**src/rtl/tick_sched_pkg.sv**
```systemverilog
// Shared types, widths and helpers for tick_scheduler. No logic, no latency, no flow control.
// Expire counter width is only used when TICK_SCHED_EXPCNT_EN is defined.
package tick_sched_pkg;

  typedef enum logic {
    IDLE = 1'b0,
    RUN  = 1'b1
  } ch_state_t;

  localparam int CNT_W     = 16;
  localparam int EXP_CNT_W = 8;

  // A programmed period of zero behaves as a single tick.
  function automatic logic [31:0] eff_period(input logic [31:0] p);
    return (p == 32'd0) ? 32'd1 : p;
  endfunction

endpackage

```
**src/rtl/tick_sched_channel.sv**
```systemverilog
// One countdown channel: IDLE/RUN FSM, period/mode regs and count; expire registered (1 cycle).
// No backpressure; strobes always taken. TICK_SCHED_EXPCNT_EN adds a saturating expire counter.
module tick_sched_channel #(
  parameter int CNT_W = tick_sched_pkg::CNT_W
) (
  input  logic             clkin,
  input  logic             rst,
  input  logic             tick_in,
  input  logic             cfg_wr,
  input  logic [CNT_W-1:0] cfg_period,
  input  logic             cfg_auto,
  input  logic             start,
  input  logic             stop,
  output logic             running,
  output logic             running_nxt,
  output logic             expire
`ifdef TICK_SCHED_EXPCNT_EN
  ,
  input  logic                                exp_clr,
  output logic [tick_sched_pkg::EXP_CNT_W-1:0] exp_count
`endif
);

  import tick_sched_pkg::*;

  ch_state_t        state_q, state_d;
  logic [CNT_W-1:0] period_q, period_d;
  logic             auto_q, auto_d;
  logic [CNT_W-1:0] cnt_q, cnt_d;
  logic             expire_q, expire_d;
  logic [CNT_W-1:0] reload;

  // Reloads always use the period held before any same-cycle cfg write.
  assign reload = CNT_W'(eff_period(32'(period_q)));

  always_comb begin
    state_d  = state_q;
    period_d = period_q;
    auto_d   = auto_q;
    cnt_d    = cnt_q;
    expire_d = 1'b0;

    if (cfg_wr) begin
      period_d = cfg_period;
      auto_d   = cfg_auto;
    end

    case (state_q)
      IDLE: begin
        if (!stop && start) begin
          state_d = RUN;
          cnt_d   = reload;
        end
      end
      RUN: begin
        if (stop) begin
          state_d = IDLE;
        end else if (start) begin
          cnt_d = reload;
        end else if (tick_in) begin
          if (cnt_q <= CNT_W'(1)) begin
            expire_d = 1'b1;
            if (auto_q) begin
              cnt_d = reload;
            end else begin
              state_d = IDLE;
            end
          end else begin
            cnt_d = cnt_q - CNT_W'(1);
          end
        end
      end
      default: state_d = IDLE;
    endcase
  end

  always_ff @(posedge clkin or posedge rst) begin
    if (rst) begin
      state_q  <= IDLE;
      period_q <= '0;
      auto_q   <= 1'b0;
      cnt_q    <= '0;
      expire_q <= 1'b0;
    end else begin
      state_q  <= state_d;
      period_q <= period_d;
      auto_q   <= auto_d;
      cnt_q    <= cnt_d;
      expire_q <= expire_d;
    end
  end

  assign running     = (state_q == RUN);
  assign running_nxt = (state_d == RUN);
  assign expire      = expire_q;

`ifdef TICK_SCHED_EXPCNT_EN
  logic [EXP_CNT_W-1:0] exp_cnt_q, exp_cnt_d;

  // Counts visible expire pulses; clear wins over a coincident pulse.
  always_comb begin
    exp_cnt_d = exp_cnt_q;
    if (exp_clr) begin
      exp_cnt_d = '0;
    end else if (expire_q && (exp_cnt_q != {EXP_CNT_W{1'b1}})) begin
      exp_cnt_d = exp_cnt_q + EXP_CNT_W'(1);
    end
  end

  always_ff @(posedge clkin or posedge rst) begin
    if (rst) begin
      exp_cnt_q <= '0;
    end else begin
      exp_cnt_q <= exp_cnt_d;
    end
  end

  assign exp_count = exp_cnt_q;
`endif

endmodule

```
**src/rtl/tick_scheduler.sv**
```systemverilog
// NUM_CH countdown channels sharing one prescaler tick; expire/running 1 cycle after the sampling edge.
// No backpressure. Define TICK_SCHED_EXPCNT_EN for per-channel exp_count/exp_clr.
module tick_scheduler #(
  parameter int NUM_CH = 4,
  parameter int CNT_W  = tick_sched_pkg::CNT_W,
  parameter int CH_W   = 2
) (
  input  logic              clkin,
  input  logic              rst,
  input  logic              tick_in,
  output logic              div_enable,
  input  logic              cfg_wr,
  input  logic [CH_W-1:0]   cfg_ch,
  input  logic [CNT_W-1:0]  cfg_period,
  input  logic              cfg_auto,
  input  logic [NUM_CH-1:0] start,
  input  logic [NUM_CH-1:0] stop,
  output logic [NUM_CH-1:0] running,
  output logic [NUM_CH-1:0] expire
`ifdef TICK_SCHED_EXPCNT_EN
  ,
  output logic [NUM_CH*tick_sched_pkg::EXP_CNT_W-1:0] exp_count,
  input  logic [NUM_CH-1:0]                           exp_clr
`endif
);

  import tick_sched_pkg::*;

  logic [NUM_CH-1:0] running_nxt;
  logic              div_enable_q, div_enable_d;

  for (genvar i = 0; i < NUM_CH; i++) begin : g_ch
    logic ch_wr;

    // Selects >= NUM_CH never match any channel and are dropped.
    assign ch_wr = cfg_wr && (cfg_ch == CH_W'(i));

    tick_sched_channel #(
      .CNT_W(CNT_W)
    ) u_ch (
      .clkin      (clkin),
      .rst        (rst),
      .tick_in    (tick_in),
      .cfg_wr     (ch_wr),
      .cfg_period (cfg_period),
      .cfg_auto   (cfg_auto),
      .start      (start[i]),
      .stop       (stop[i]),
      .running    (running[i]),
      .running_nxt(running_nxt[i]),
      .expire     (expire[i])
`ifdef TICK_SCHED_EXPCNT_EN
      ,
      .exp_clr    (exp_clr[i]),
      .exp_count  (exp_count[i*EXP_CNT_W +: EXP_CNT_W])
`endif
    );
  end

  // Registered from next-state running so the enable tracks running cycle for cycle.
  assign div_enable_d = |running_nxt;

  always_ff @(posedge clkin or posedge rst) begin
    if (rst) begin
      div_enable_q <= 1'b0;
    end else begin
      div_enable_q <= div_enable_d;
    end
  end

  assign div_enable = div_enable_q;

endmodule
```
**config.mk**
```make
export PLATFORM = sky130hd
export DESIGN_NAME = tick_scheduler
export DESIGN_NICKNAME = d
export VERILOG_FILES = /design/src/rtl/tick_sched_pkg.sv /design/src/rtl/tick_sched_channel.sv /design/src/rtl/tick_scheduler.sv
export SDC_FILE = /design/constraint.sdc
export NUM_CORES = 1
export LEC_CHECK = 0
export ABC_AREA = 1
export CAP_MARGIN = 20
export CORE_ASPECT_RATIO = 0.9
export CORE_MARGIN = 1
export CORE_UTILIZATION = 61
export DETAILED_ROUTE_END_ITERATION = 8
export PLACE_DENSITY = 0.86
export SYNTH_ARGS = -nofsm -noshare
export SYNTH_HDL_FRONTEND = slang
export SYNTH_SLANG_ARGS = --single-unit
```
**constraint.sdc**
```tcl
create_clock -name clkin -period 6.09 [get_ports clkin]
set_input_delay 1.218 -clock clkin [delete_from_list [all_inputs] [get_ports clkin]]
set_output_delay 1.218 -clock clkin [all_outputs]
set_load 0.03 [all_outputs]
```
---- After elaboration in Yosys (flattened, before gate mapping) ----
Cells that the tools add are included.
cells by class
  $add $sub $neg .......................... 4
  magnitude comparators ................... 4
  equal/unequal tests ..................... 19
  muxes and demuxes ....................... 80
  bitwise operators ....................... 4
  reduce and logical (&&, ||, !) cells .... 22
operators with widths
  operator               count
  $mux 16                28
  $pmux 16 s2            4
  $le 16x1->1 const B    4
  $logic_not 16->1       4
  $sub 16x1->16 const B  4
  $mux 1                 44
  $ne 4x4->1 const B     4
  $reduce_and 4->1       4
  $ne 3x3->1 const B     4
  $logic_and 1x1->1      8
  $ne 2x1->1 const B     4
  $ne 2x2->1 const B     4
  $pmux 1 s2             4
  $eq 2x2->1 const B     2
  $logic_not 1->1        4
  $not 1->1              4
  $reduce_or 4->1        1
  $eq 2x1->1 const B     1
  $logic_not 2->1        1
word-level totals
  flip-flop bits (word level) ............. 141
  input bits .............................. 31
  output and inout bits ................... 9
  logic and storage cells ................. 154

---- Longest topological paths before layout ----
Gate-level depths: netlist of the first run.
  word-level depth ........................ 8
  gate-level depth with buffers ........... 14
  gate-level depth less buffers ........... 14

---- Hierarchy ----
From an unflattened synthesis of the first run, not the netlist that was laid out.
second synthesis, totals
  cell total of the unflattened synthesis .. 1174
  area, all modules ....................... 8450.6 um^2
modules (own cells, without submodules)
  module                                  times used  cells an instance  area each (um^2)
  tick_sched_channel at g_ch[0].u_ch ...  2           285                2050.7
  tick_sched_channel at g_ch[2].u_ch      1           295                2150.8
  tick_sched_channel at g_ch[3].u_ch      1           296                2128.3
  tick_scheduler                          1           13                 70.1

---- Worst setup path before layout of the first run ----
Ideal clock, no wire load.
  kind .................................... input to register
  start ................................... in tick_in
  end ..................................... reg g_ch[0].u_ch.cnt_q[3]
  library setup time ...................... 119 ps
  data arrival time ....................... 2122 ps
  data required time ...................... 5971 ps
  slack ................................... 3849 ps
  stages .................................. 8
  buffers on the path ..................... 2
  cell sequence ........................... inv_1 clkbuf_1 nor2_1 o21ai_4 nand2_4 buf_6 nand2_2 o21ai_2
on the way
  cells in the longest elaborated chain, start to end .. 2
ends and longest elaborated chain
  element                            RTL line                  text
  start, declared                    tick_scheduler.sv:10      input logic tick_in,
  $ne 3x3->1 (no source line)        --
  $reduce_and 4->1 (no source line)  --
  end signal, assigned               tick_sched_channel.sv:88  cnt_q <= cnt_d;
  end, declared                      tick_sched_channel.sv:29  logic [CNT_W-1:0] cnt_q, cnt_d;
No other way between the ends.
A chain may end at the register's enable or synchronous reset.

---- Final worst setup path of the first run ----
  start ................................... in start[0]
  end ..................................... reg g_ch[0].u_ch.cnt_q[10]
on the way
  cells in the longest elaborated chain, start to end .. 3
  elaborated cells on any way between the ends .. 8
  those cells by class .................... eq/ne (3); mux (3); reduce/logical (2)
ends and longest elaborated chain
  element                                                 RTL line                                            text
  start, declared                                         tick_scheduler.sv:16                                input logic [NUM_CH-1:0] start,
  $mux 16 / $logic_and 1x1->1 (equally long branches)     tick_sched_channel.sv:58, tick_sched_channel.sv:50
  $mux 16 / $ne 2x1->1 (equally long branches)            --
  $pmux 16 s2 / $reduce_and 4->1 (equally long branches)  --
Parallel ways exist; a longest one is shown, timed or not. The select of a mux whose other input is x is not followed.

==> results of run 1 <==
-- synthesized netlist by cell type (all sizes together) --
cell,instances
a21oi,4
a31oi,1
and3,1
buf,25
clkbuf,14
dfrtp,141
ha,8
inv,145
nand2,365
nand3,90
nand3b,7
nand4,8
nor2,156
nor3,8
nor4,3
o211ai,2
o21a,1
o21ai,137
o21bai,2
o22ai,3
o31ai,1
or2,3
xnor2,8
xor2,19
-- cell families after synthesis --
| family | share of synthesized area [%] |
|---|---|
| and+or+nand+nor | 33.19 |
| buffers and inverters | 9.681 |
| AOI/OAI and AO/OA | 10.41 |
| DFF | 42.66 |
| xor gates and xnor gates | 2.859 |
| adders and majority gates | 1.210 |
-- worst min-delay path, stage by stage (launching register included) --
cell     delay [ns]
dfrtp_1        0.34
nand2_1        0.05
nand2_1        0.05
-- per-layer routing --
metal / vias to the layer above / part of all wire [%] / GRT usage [%]
met4: 0 / 2.4 / 10.70
li1: 3657 / - / -
met5: - / 0 / 0
met2: 303 / 46 / 48.01
met1: 3495 / 45 / 41.22
met3: 50 / 6.9 / 7.007
-- worst max path at each step --
stage,end,slack [ns],cells after the start
2_1_floorplan,div_enable,1.09,1
3_3_place_gp,g_ch[0].u_ch.cnt_q[10],2.96,7
3_5_place_dp,g_ch[1].u_ch.cnt_q[0],2.87,8
4_1_cts,g_ch[0].u_ch.period_q[4],3.30,3
5_1_grt,g_ch[1].u_ch.cnt_q[7],3.10,8
6_report,g_ch[0].u_ch.cnt_q[10],3.28,7
-- cells in the final DEF, fill, tap and decap left out, drive strengths merged, types with 19 or more instances in the layout --
master,n
nand3,90
xor2,19
nand2,365
nor2,156
inv,145
dfrtp,141
o21ai,137
clkbuf,29
clkdlybuf4s50,39
-- stage by stage --
step                      power (mW)  util [%]  worst slack (ns)
after floorplan                2.074         -             1.091
after global placement         2.270     66.45             2.956
after detailed placement       2.307     66.45             2.865
after CTS                      3.268     70.51             3.305
after global routing           3.491     70.90             3.096
final                          3.286     70.90             3.283
-- report_power, final --
group	internal, mW	switching [mW]	total [mW]
clock	0.552	0.399	0.951
sequential	1.13	0.195	1.32
combinational	0.359	0.652	1.01
total	2.04	1.25	3.29
-- final cells by class --
| cell class | count | area [um^2] | share of cell area, % |
|---|---|---|---|
| inverters | 145 | 551.8 | 5.996 |
| repair buffers | 42 | 447.9 | 4.867 |
| clock inverters | 5 | 33.78 | 0.3671 |
| flip-flops and latches | 141 | 3528 | 38.34 |
| well taps | 164 | 205.2 | 2.230 |
| multi-input cells | 827 | 3943 | 42.84 |
| clock buffers | 27 | 493.0 | 5.357 |
-- state kept, by name, summed over array words and instances (netlist names) --
register / flops
div_enable: 1
g_ch.u_ch.auto_q: 4
g_ch.u_ch.cnt_q: 64
g_ch.u_ch.expire: 4
g_ch.u_ch.period_q: 64
g_ch.u_ch.running: 4
==> results.toml, run 1 <==
[outcome]
status = "finished, violations left"
failed_checks = "DRC"

[finish]
fin_cells = 1351
areaGrowthSynthToFinish_pct = 11.25
fin_nets = 1213
drive_gt1_share_pct = 8.256
design_area_um2 = 9203
n_antenna_cell = 0
num-fill-cells = 1047

[power_and_ir_drop]
p_per_area_nw_per_um2 = 357.0
peakVddDrop_mv = 0.2269
total_leakage_power_nw = 4.592

[setup_path]
crit_path_start_kind = "primary input"
crit_family = "simple AND/OR/NAND/NOR gates"
required_ns = 6.40
r2r_setup_slack_ns = 3.50
r2r_start = "g_ch[0].u_ch.cnt_q[0]"
worstPathArrival_ns = 3.12
worstPathMaxFanout = 21
path_class = "in -> reg"
slowest_delay_ns = 0.53
cpMostUsedCell = "nand2_1"
cp-end-kind = "flop"
slowest_stage = "clkdlybuf4s50_1"
startpoint = "start[0]"
crit_buf_inv = 2
rr_worst_depth = 10
r2r-end = "g_ch[0].u_ch.cnt_q[10]"
worstPathCellList = "clkdlybuf4s50_1 -> nor2_1 -> nand2_1 -> inv_1 -> or2_2 -> nand3_2 -> nand2_1"

[placed_design]
place_congestion = 0.9198
post_dp_cell_area_um2 = 8626
dp_cells = 1317
dp_hpwl_um = 13470
port_buffers = 39

[synth]
seq_area_frac_synth_pct = 42.66
synthTopCellsByArea = "dfrtp_1 (43%), nand2_1 (16%), o21ai_0 (6.7%)"
syn_area_um2 = 8272
ys_warn_count = 0
yosysUniqueCellTypes = 36
yosysTopAreaCell = "dfrtp_1"
synth_top_area_share_pct = 42.66
synth_area_per_cell_um2 = 7.180
syn_inst = 1152
synth_nets = 1191
synth-seq-cells = 141

[floorplanning]
initial_core_util_pct = 63.73
core-area_um2 = 12980
rows = 39
die_w_um = 124.7
dieArea_um2 = 14030
die_h_um = 112.5
io_pins = 40

[clock_tree]
ctsLongestPathBuffers = 2
cts.sinks = 141
clk_latency_ns = 0.43
hold_buffers = 0
post_cts_buffers = 0
cts_root_buffer = "clkbuf_16"
clk_pin_slew_worst_paths_ns = 0.06
numCtsBuffers = 17
cts_tree = "yes"
cts_resized = 0
h-tree-depth = 4

[grt]
grtUsageTotal_pct = 30.36
grt_pass1_wl_um = 33390
grt_pass1_vias = 7006
grt-ovfl-total = 0
antenna_found_initial = 0
grt_max_degree = 99

[timing]
drv_slew = 0
fin_crit_sh_pct = 46.09
setup_viol = 0
slew-limit-headroom_pct = 31.91
setup_tns_ns = 0
clock_skew_ns = 0.009221
hold_viol_final = 0
worstMarginPinSlew_ns = 1.018
hold_ws_ns = 0.4808
period_needed_ns = 2.807
grt_setup_unrepaired = "false"
timing.fmax_ghz = 0.3563

[routing]
first_iter_violations = 902
wirelength_um = 20180
drc = 6
ant_nets = 0
via_count = 7505
vias_per_cell = 5.555
dr.pass1.iters = 7
wl_per_cell_um = 14.94

[worst_hold_path]
min_to = "g_ch[1].u_ch.cnt_q[14]"
hold_path_class = "reg -> reg"
hp-start = "g_ch[1].u_ch.cnt_q[14]"
whs_path_depth = 2

[job]
cap_violations = 0
No activity file was read; power rests on OpenSTA's default activity.
==> inputs of run 2 (changes only) <==
--- a/config.mk
+++ b/config.mk
@@ -9,9 +9,9 @@
 export CAP_MARGIN = 20
 export CORE_ASPECT_RATIO = 0.9
 export CORE_MARGIN = 1
-export CORE_UTILIZATION = 61
+export CORE_UTILIZATION = 55
 export DETAILED_ROUTE_END_ITERATION = 8
-export PLACE_DENSITY = 0.86
+export PLACE_DENSITY = 0.82
 export SYNTH_ARGS = -nofsm -noshare
 export SYNTH_HDL_FRONTEND = slang
 export SYNTH_SLANG_ARGS = --single-unit
==> constraint.sdc (replaced) <==
create_clock -name clkin -period 2.4 [get_ports clkin]
set_input_delay 0.48 -clock clkin [delete_from_list [all_inputs] [get_ports clkin]]
set_output_delay 0.48 -clock clkin [all_outputs]
set_load 0.03 [all_outputs]
==> results.toml, run 2 (same netlist as run 1, synthesis figures left out) <==
[routing]
dr.pass1.iters = 7
ant_nets = 0
first_iter_violations = 793
drc = 0
vias_per_cell = 5.293
wl_per_cell_um = 14.23
wirelength_um = 19840
via_count = 7378

[finish]
regArea_um2 = 3528
num-fill-cells = 1283
mostFrequentLayoutCell = "nand2_1"
drive_gt1_share_pct = 9.448
n_antenna_cell = 0
reg_top3 = "g_ch.u_ch.cnt_q x64, g_ch.u_ch.period_q x64"
multi_input_area_um2 = 3943
fin_cells = 1394
fin_nets = 1223
areaGrowthSynthToFinish_pct = 12.87
layout_common_cells = "nand2_1 (348), nor2_1 (142), dfrtp_1 (141), inv_1 (139), o21ai_0 (111)"

[timing]
hold_viol_final = 0
slew-limit-headroom_pct = 64.07
clock_skew_ns = 0.005832
worstMarginPinSlew_ns = 0.5348
setup_tns_ns = 0
period_needed_ns = 2.125
drv_slew = 0
hold_ws_ns = 0.3124
timing.fmax_ghz = 0.4706
setup_viol = 0
grt_setup_unrepaired = "false"
fin_crit_sh_pct = 88.54

[power_and_ir_drop]
switchingPower_mw = 3.161
swShare_pct = 37.68
p_per_area_nw_per_um2 = 898.6
p_clk_share_pct = 29.3
power_mw = 8.389
peakVddDrop_mv = 0.6037
total_leakage_power_nw = 4.639
combPwrFrac_pct = 30.6
p_seq_share_pct = 40.1
internal_power_mw = 5.228

[floorplanning]
core-area_um2 = 14710
dieArea_um2 = 15530
initial_core_util_pct = 56.22
io_pins = 40
rows = 42
die_w_um = 131.3
die_h_um = 118.3

[grt]
grt_max_degree = 72
grt_pass1_wl_um = 33180
grt_pass1_vias = 6902
antenna_found_initial = 0
grt-ovfl-total = 0
grtUsageTotal_pct = 26.93

[setup_path]
cpMostUsedCell = "nand2_1"
worstPathMaxFanout = 21
required_ns = 2.72
crit_path_start_kind = "flop"
worstPathCellList = "inv_1 -> ha_1 -> nor2_1 -> nor2_1 -> nand3_1 -> nand2_2 -> inv_2 -> o21ai_0 -> nand2_1 -> nand2_1 -> nand2_1"
worstPathArrival_ns = 2.44
slowest_stage = "nand2_2"
crit_family = "simple AND/OR/NAND/NOR gates"
cp-end-kind = "flop"
path_class = "reg -> reg"
cp_num_cells = 11
rr_worst_depth = 11
crit_buf_inv = 2
slowest_delay_ns = 0.38

[worst_hold_path]
hold_path_class = "in -> async"

[clock_tree]
cts.sinks = 141
cts_tree = "yes"
clk_latency_ns = 0.43
numCtsBuffers = 17
ctsLongestPathBuffers = 2
post_cts_buffers = 0
h-tree-depth = 4
hold_buffers = 0
cts_resized = 0
clk_pin_slew_worst_paths_ns = 0.06
cts_root_buffer = "clkbuf_16"

[job]
cap_violations = 0

[placed_design]
dp_cells = 1363
port_buffers = 39
place_congestion = 0.9317
dp_hpwl_um = 13930

[outcome]
status = "completed"
==> run 2: cell count changes in the layout (fill, tap and decap cells not counted) <==
cell / change
buf_12: +3
buf_4: +9
bufinv_16: +1
clkbuf_1: -6
clkbuf_16: -2
clkbuf_8: -2
clkinv_2: +4
clkinvlp_4: +3
inv_6: -1
==> run 2: area by class of cell <==
cell class	count	share of cell area (%)
multi-input cells	827	42.23
flip-flops and latches	141	37.79
inverters	145	5.897
repair buffers	52	5.629
clock buffers	19	4.744
well taps	198	2.653
clock inverters	12	1.059
==> run 2: worst reg2reg max path: stages, from the launching register on <==
cell	delay [ns]
dfrtp_1	0.36
inv_1	0.16
ha_1	0.29
nor2_1	0.07
nor2_1	0.10
nand3_1	0.15
nand2_2	0.38
inv_2	0.21
o21ai_0	0.12
nand2_1	0.06
nand2_1	0.07
nand2_1	0.05
==> run 2: per-stage QoR <==
step,util [%],cell area [um^2],setup WS (ns)
6_report,63.45,9336,0.2751
5_1_grt,63.45,9336,0.06164
4_1_cts,63.45,9336,0.2773
3_5_place_dp,59.77,8795,0.2193
3_3_place_gp,59.77,8795,0.2697
2_1_floorplan,-,8275,0.1569
==> run 2: routing by layer <==
metal / vias up / global-route usage, % / wire, um
met3: 34 / 6.907 / 1264
met5: - / 0 / 0
met2: 229 / 42.39 / 9344
li1: 3669 / - / -
met4: 0 / 9.230 / 361
met1: 3446 / 36.25 / 8866
==> run 2: power by group through the flow <==
stage	Clock, mW	Sequential [mW]	Combinational, mW
5_1_grt	2.57	3.43	2.93
6_report	2.46	3.36	2.57
3_3_place_gp	0	3.37	2.44
4_1_cts	2.48	3.35	2.55
3_5_place_dp	0	3.37	2.52
2_1_floorplan	0	3.26	2.01
==> run 2: final timing paths <==
| check | start | end | slack (ns) |
|---|---|---|---|
| setup reg to reg | g_ch[3].u_ch.cnt_q[1] | g_ch[3].u_ch.cnt_q[8] | 0.28 |
| max in group asynchronous | rst | g_ch[3].u_ch.period_q[14] | 1.50 |
| hold reg to reg | g_ch[1].u_ch.cnt_q[14] | g_ch[1].u_ch.cnt_q[14] | 0.48 |
| min in group clkin | g_ch[1].u_ch.cnt_q[14] | g_ch[1].u_ch.cnt_q[14] | 0.48 |
| setup / recovery | g_ch[3].u_ch.cnt_q[1] | g_ch[3].u_ch.cnt_q[8] | 0.28 |
| hold / removal | rst | g_ch[0].u_ch.cnt_q[1] | 0.31 |
